## config.mk

```make
export PLATFORM = sky130hd
export DESIGN_NAME = neuron_train_ctrl
export DESIGN_NICKNAME = d
export VERILOG_FILES = /design/src/rtl/nn_pkg.sv /design/src/rtl/fxp_sat_sub.sv /design/src/rtl/neuron_train_ctrl.sv
export SDC_FILE = /design/constraint.sdc
export NUM_CORES = 1
export LEC_CHECK = 0
export ABC_AREA = 1
export CORE_AREA = 2 2 153 155
export CTS_BUF_LIST = sky130_fd_sc_hd__clkbuf_4 sky130_fd_sc_hd__clkbuf_8 sky130_fd_sc_hd__clkbuf_16
export DETAILED_ROUTE_END_ITERATION = 16
export DIE_AREA = 0 0 155 157
export PLACE_DENSITY = 0.78
export SETUP_SLACK_MARGIN = 0.3
export SYNTH_ARGS = -nofsm -noshare
export SYNTH_HDL_FRONTEND = slang
export SYNTH_SLANG_ARGS = --single-unit
```

## constraint.sdc

```tcl
create_clock -name clk -period 5.8 [get_ports clk]
set_clock_uncertainty 0.2 [all_clocks]
set_input_delay 0.58 -clock clk [delete_from_list [all_inputs] [get_ports clk]]
set_output_delay 0.58 -clock clk [all_outputs]
set_load 0.01 [all_outputs]
```

## src/rtl/nn_pkg.sv

```systemverilog
// Shared types and constants for the neuron training controller and its loss stages.
package nn_pkg;

    typedef enum logic [2:0] {
        IDLE,
        FWD,
        BSETUP,
        BWD,
        DONE
    } state_t;

    localparam logic [1:0] PH_FSETUP = 2'b00;
    localparam logic [1:0] PH_FWD    = 2'b10;
    localparam logic [1:0] PH_BSETUP = 2'b11;
    localparam logic [1:0] PH_BWD    = 2'b01;

    localparam logic [15:0] Q88_ONE = 16'h0100;
    localparam logic [15:0] Q88_MAX = 16'h7FFF;
    localparam logic [15:0] Q88_MIN = 16'h8000;

endpackage

```

## src/rtl/fxp_sat_sub.sv

```systemverilog
// Combinational signed saturating subtract diff_o = sat(a_i - b_i), BITS wide.
module fxp_sat_sub #(
    parameter int BITS = 16
) (
    input  logic [BITS-1:0] a_i,
    input  logic [BITS-1:0] b_i,
    output logic [BITS-1:0] diff_o
);

    logic [BITS:0] wide;

    assign wide = {a_i[BITS-1], a_i} - {b_i[BITS-1], b_i};

    // Overflow iff the guard bit disagrees with the result sign; the guard bit is the true sign.
    always_comb begin
        diff_o = wide[BITS-1:0];
        if (wide[BITS] != wide[BITS-1]) begin
            diff_o = wide[BITS] ? {1'b1, {(BITS-1){1'b0}}} : {1'b0, {(BITS-1){1'b1}}};
        end
    end

endmodule

```

## src/rtl/neuron_train_ctrl.sv

```systemverilog
// Sequences one forward/backward training step of a ReLU neuron and captures its results.
module neuron_train_ctrl
    import nn_pkg::*;
#(
    parameter int N          = 6,
    parameter int BITS       = 16,
    parameter int FWD_CYCLES = 8,
    parameter int BWD_CYCLES = 10
) (
    input  logic                  clk,
    input  logic                  rst,
    input  logic                  start,
    input  logic [BITS-1:0]       target,
    input  logic [BITS-1:0]       y,
    input  logic [(N+1)*BITS-1:0] W_out,
    output logic                  FP,
    output logic                  BP,
    output logic [BITS-1:0]       dZ_in,
    output logic [BITS-1:0]       W_in,
    output logic                  busy,
    output logic                  done,
    output logic [BITS-1:0]       y_q,
    output logic [BITS-1:0]       err_q,
    output logic [(N+1)*BITS-1:0] w_q,
    output logic [15:0]           iter_cnt
);

    localparam int CMAX = (FWD_CYCLES > BWD_CYCLES) ? FWD_CYCLES : BWD_CYCLES;
    localparam int CW   = $clog2(CMAX + 1);

    state_t                  state_q, state_d;
    logic [CW-1:0]           cnt_q, cnt_d;
    logic [BITS-1:0]         tgt_q, tgt_d;
    logic [BITS-1:0]         y_d, err_d, dz_q, dz_d, sub_res;
    logic [(N+1)*BITS-1:0]   w_d;
    logic [15:0]             iter_q, iter_d;
    logic [1:0]              ph_q, ph_d;
    logic                    busy_q, busy_d, done_q, done_d;

    fxp_sat_sub #(.BITS(BITS)) u_sub (
        .a_i   (y),
        .b_i   (tgt_q),
        .diff_o(sub_res)
    );

    always_comb begin
        state_d = state_q;
        cnt_d   = cnt_q;
        tgt_d   = tgt_q;
        y_d     = y_q;
        err_d   = err_q;
        w_d     = w_q;
        iter_d  = iter_q;
        case (state_q)
            IDLE: if (start) begin
                state_d = FWD;
                tgt_d   = target;
                cnt_d   = '0;
            end
            FWD: begin
                cnt_d = cnt_q + 1'b1;
                if (cnt_q == CW'(FWD_CYCLES - 1)) begin
                    state_d = BSETUP;
                    y_d     = y;
                    err_d   = sub_res;
                end
            end
            BSETUP: begin
                state_d = BWD;
                cnt_d   = '0;
            end
            BWD: begin
                cnt_d = cnt_q + 1'b1;
                if (cnt_q == CW'(BWD_CYCLES - 1)) begin
                    state_d = DONE;
                    w_d     = W_out;
                end
            end
            DONE: begin
                state_d = IDLE;
                iter_d  = iter_q + 16'd1;
            end
            default: state_d = IDLE;
        endcase
    end

    // Outputs are decoded from the next state so they leave the flops aligned with the state.
    always_comb begin
        case (state_d)
            FWD:     ph_d = PH_FWD;
            BSETUP:  ph_d = PH_BSETUP;
            BWD:     ph_d = PH_BWD;
            default: ph_d = PH_FSETUP;
        endcase
        dz_d   = (state_d == BSETUP || state_d == BWD) ? err_d : '0;
        busy_d = (state_d != IDLE);
        done_d = (state_d == DONE);
    end

    always_ff @(posedge clk or posedge rst) begin
        if (rst) begin
            state_q <= IDLE;
            cnt_q   <= '0;
            tgt_q   <= '0;
            y_q     <= '0;
            err_q   <= '0;
            w_q     <= '0;
            iter_q  <= '0;
            ph_q    <= PH_FSETUP;
            dz_q    <= '0;
            busy_q  <= 1'b0;
            done_q  <= 1'b0;
        end else begin
            state_q <= state_d;
            cnt_q   <= cnt_d;
            tgt_q   <= tgt_d;
            y_q     <= y_d;
            err_q   <= err_d;
            w_q     <= w_d;
            iter_q  <= iter_d;
            ph_q    <= ph_d;
            dz_q    <= dz_d;
            busy_q  <= busy_d;
            done_q  <= done_d;
        end
    end

    assign FP       = ph_q[1];
    assign BP       = ph_q[0];
    assign dZ_in    = dz_q;
    assign W_in     = BITS'(Q88_ONE);
    assign busy     = busy_q;
    assign done     = done_q;
    assign iter_cnt = iter_q;

endmodule
```

==> metrics <==
Sink Count 203; num ports 343; Routed Antenna Nets 0; Crit Path Class reg -> reg; Die H 157 microns; Cell Pwr Density 553.2 mW/mm^2; via density per instance 4.712; Critical Path AT 3390 ps; # nets final 1,519; asr flop ratio synth 100.0%; pins over their slew limit 0; clock slew seen by the registers of the worst setup and hold paths 60 ps; # hold bufs at CTS 0; Max-Cap Viols 0; FP Rows 55; register area share after synthesis 56.78%; Area Overhead vs Synth 47.79%; HPWL after DPL 19,400 microns; endpoints failing hold 0; startpoint types flop; met1 usage 26.66%; Post-synth top cells 518 x nand2_1, 203 x dfrtp_1, 60 x inv_1, 29 x nand3_1, 20 x nor2_1; Post-Route WL 27,220 microns; root buffer cell clkbuf_16; Filler cells 1,976; CTS Buf Count 23; first-pass GRT wire length 41,940 microns; CP Capture Type flop; Pleak 6.444 nW; share of the synthesized area in the top cell type 56.78%; multi-input combinational cell area 0.003385 sq mm; DRC Markers 0; Clock Tree Buf Depth 3; Global Route met2 Usage 37.97%; vias in the first global route 7,727; initial antenna violation count 3; Tmin final 3179 ps; ranking of synthesized cells by area dfrtp_1 57%, nand2_1 22%, ha_1 2.7%, inv_1 2.5%, nand3_1 1.6%; busiest grt layer met2; Synth Instances 1,034; top-count cell post-synth nand2_1; fin util 58.75%; Setup Fix Bufs, Post-CTS 0; status finished, final reports clean; GRT Total Usage 21.71%; WL per Instance 16.46 microns; die area 0.02434 sq mm; setup_tns 0 ps; Post-synth top flop dfrtp_1; number of synthesized register bits 203; grt ovf 0; count of cell types in the netlist 38; maximum vdd drop 0.3427 mV; flop2flop setup slack 2620 ps; measured slew at the worst slew-check pin 1166 ps; Post-synth EDFFs 0; Finish-stage setup viols 0; Max Clk Rate 314.5 MHz; min-delay worst type in -> async; Core ar. 0.02250 sq mm; RSZ-0062 raised after global routing false; GPL Wtd Cong 0.8841; area of the mapped netlist 0.008946 sq mm; 1st-iter DRT viols 447; Tcrit/Tclk final 54.82%; Clock Latency Late Sink 500 ps; M3 GR Usage 5.754%; CP Max Fanout 36; H-Tree Depth 1; die span in x 155 microns; pin count of the biggest net entering global routing 189; syn_area_per_cell 8.652 sq um; Worst slew margin 22.26%; Initial Util 39.76%; share of cells above drive strength 1 7.602%; YS warnings 0; PortBufs 326; CTS tree yes; drt pass-1 iters 7; CP required 6010 ps; post-CTS sizing 0; most area-hungry cell type in the Yosys netlist dfrtp_1; sequential cell area 0.005080 sq mm; via count 7,794
## path summary, 6_finish.rpt
check | end | startpoint | depth (start not counted)
min in group clk | y_q[3]$_DFFE_PP0P_ | y_q[3]$_DFFE_PP0P_ | 2
worst max register to register | dZ_in[5]$_DFF_PP0_ | cnt_q[0]$_DFFE_PP0P_ | 7
max in group asynchronous | w_q[14]$_DFFE_PP0P_ | rst | 3
worst min-delay path | w_q[0]$_DFFE_PP0P_ | rst | 2
worst max-delay path | dZ_in[5]$_DFF_PP0_ | cnt_q[0]$_DFFE_PP0P_ | 7
worst min register to register | y_q[3]$_DFFE_PP0P_ | y_q[3]$_DFFE_PP0P_ | 2
## critical path, cell delays in order, from the launching register on
cell,delay (ps)
dfrtp_1,410
ha_1,210
nand3_1,160
nor3_4,680
inv_2,500
a21oi_4,590
nand2_1,140
a21oi_1,170
## registers in the layout, indices dropped and copies added (netlist names), 3 cells and up
name      count
cnt_q         4
dZ_in        16
err_q        16
iter_cnt     16
state_q       3
tgt_q        16
w_q         112
y_q          16
## cell families (layout without fill, tap and decap cells)
| family | count (synthesis) | in the layout | share of synthesized area [%] |
|---|---|---|---|
| mux | 2 | 2 | 0.2517 |
| buf+inv | 119 | 439 | 6.112 |
| flops | 203 | 203 | 56.78 |
| other cells | 2 | 17 | 0.08395 |
| xor+xnor | 24 | 24 | 2.350 |
| fa+ha+maj | 20 | 20 | 2.881 |
| compound gates | 54 | 54 | 3.916 |
| simple gates | 610 | 610 | 27.62 |
## metrics by stage
step | worst slack [ps] | hold slack [ps] | cells | area [sq um] | power, W
CTS | 2571 | 228.5 | 1653 | 13220 | 0.007384
finish | 2621 | 234.1 | 1654 | 13220 | 0.007314
global route | 2292 | 239.8 | 1653 | 13220 | 0.007792
floorplan | 2390 | 284.9 | 1048 | 9002 | 0.003976
global placement | 2426 | 253.2 | 1612 | 12390 | 0.005666
detailed placement | 2356 | 257.2 | 1612 | 12390 | 0.005742
## layer usage
layer  part of all wire [%]  wire length [microns]  vias to the layer above
li1                       -                      -                     3790
met2                     49                  13350                      276
met3                    7.8                   2117                       46
met4                    2.4                    663                        2
met1                     41                  11080                     3680
met5                  0.048                     13                        -
## placed cells by master (no fill, tap or decap), drive strengths merged, types with 13 or more instances in the layout
cell type,instances
o21ai,18
dfrtp,203
nand2,537
nor2,24
clkbuf,28
conb,16
ha,19
xor2,13
nand3,29
inv,67
a21oi,29
clkdlybuf4s50,326
## area by class of cell
cell class / count / share of cell area [%]
diodes: 1 / 0.01893
clock buffers: 28 / 4.826
clock inverters: 13 / 1.467
inverters: 68 / 1.968
multi-input cells: 726 / 25.60
flip-flops and latches: 203 / 38.42
well taps: 285 / 2.697
repair buffers: 330 / 25.00
## where the power goes
group / switching [W] / internal (W)
clock network: 0.000587 / 0.00100
registers: 0.000349 / 0.00207
logic: 0.00170 / 0.00160
total: 0.00264 / 0.00468
Power figures use the tool's default switching activity.
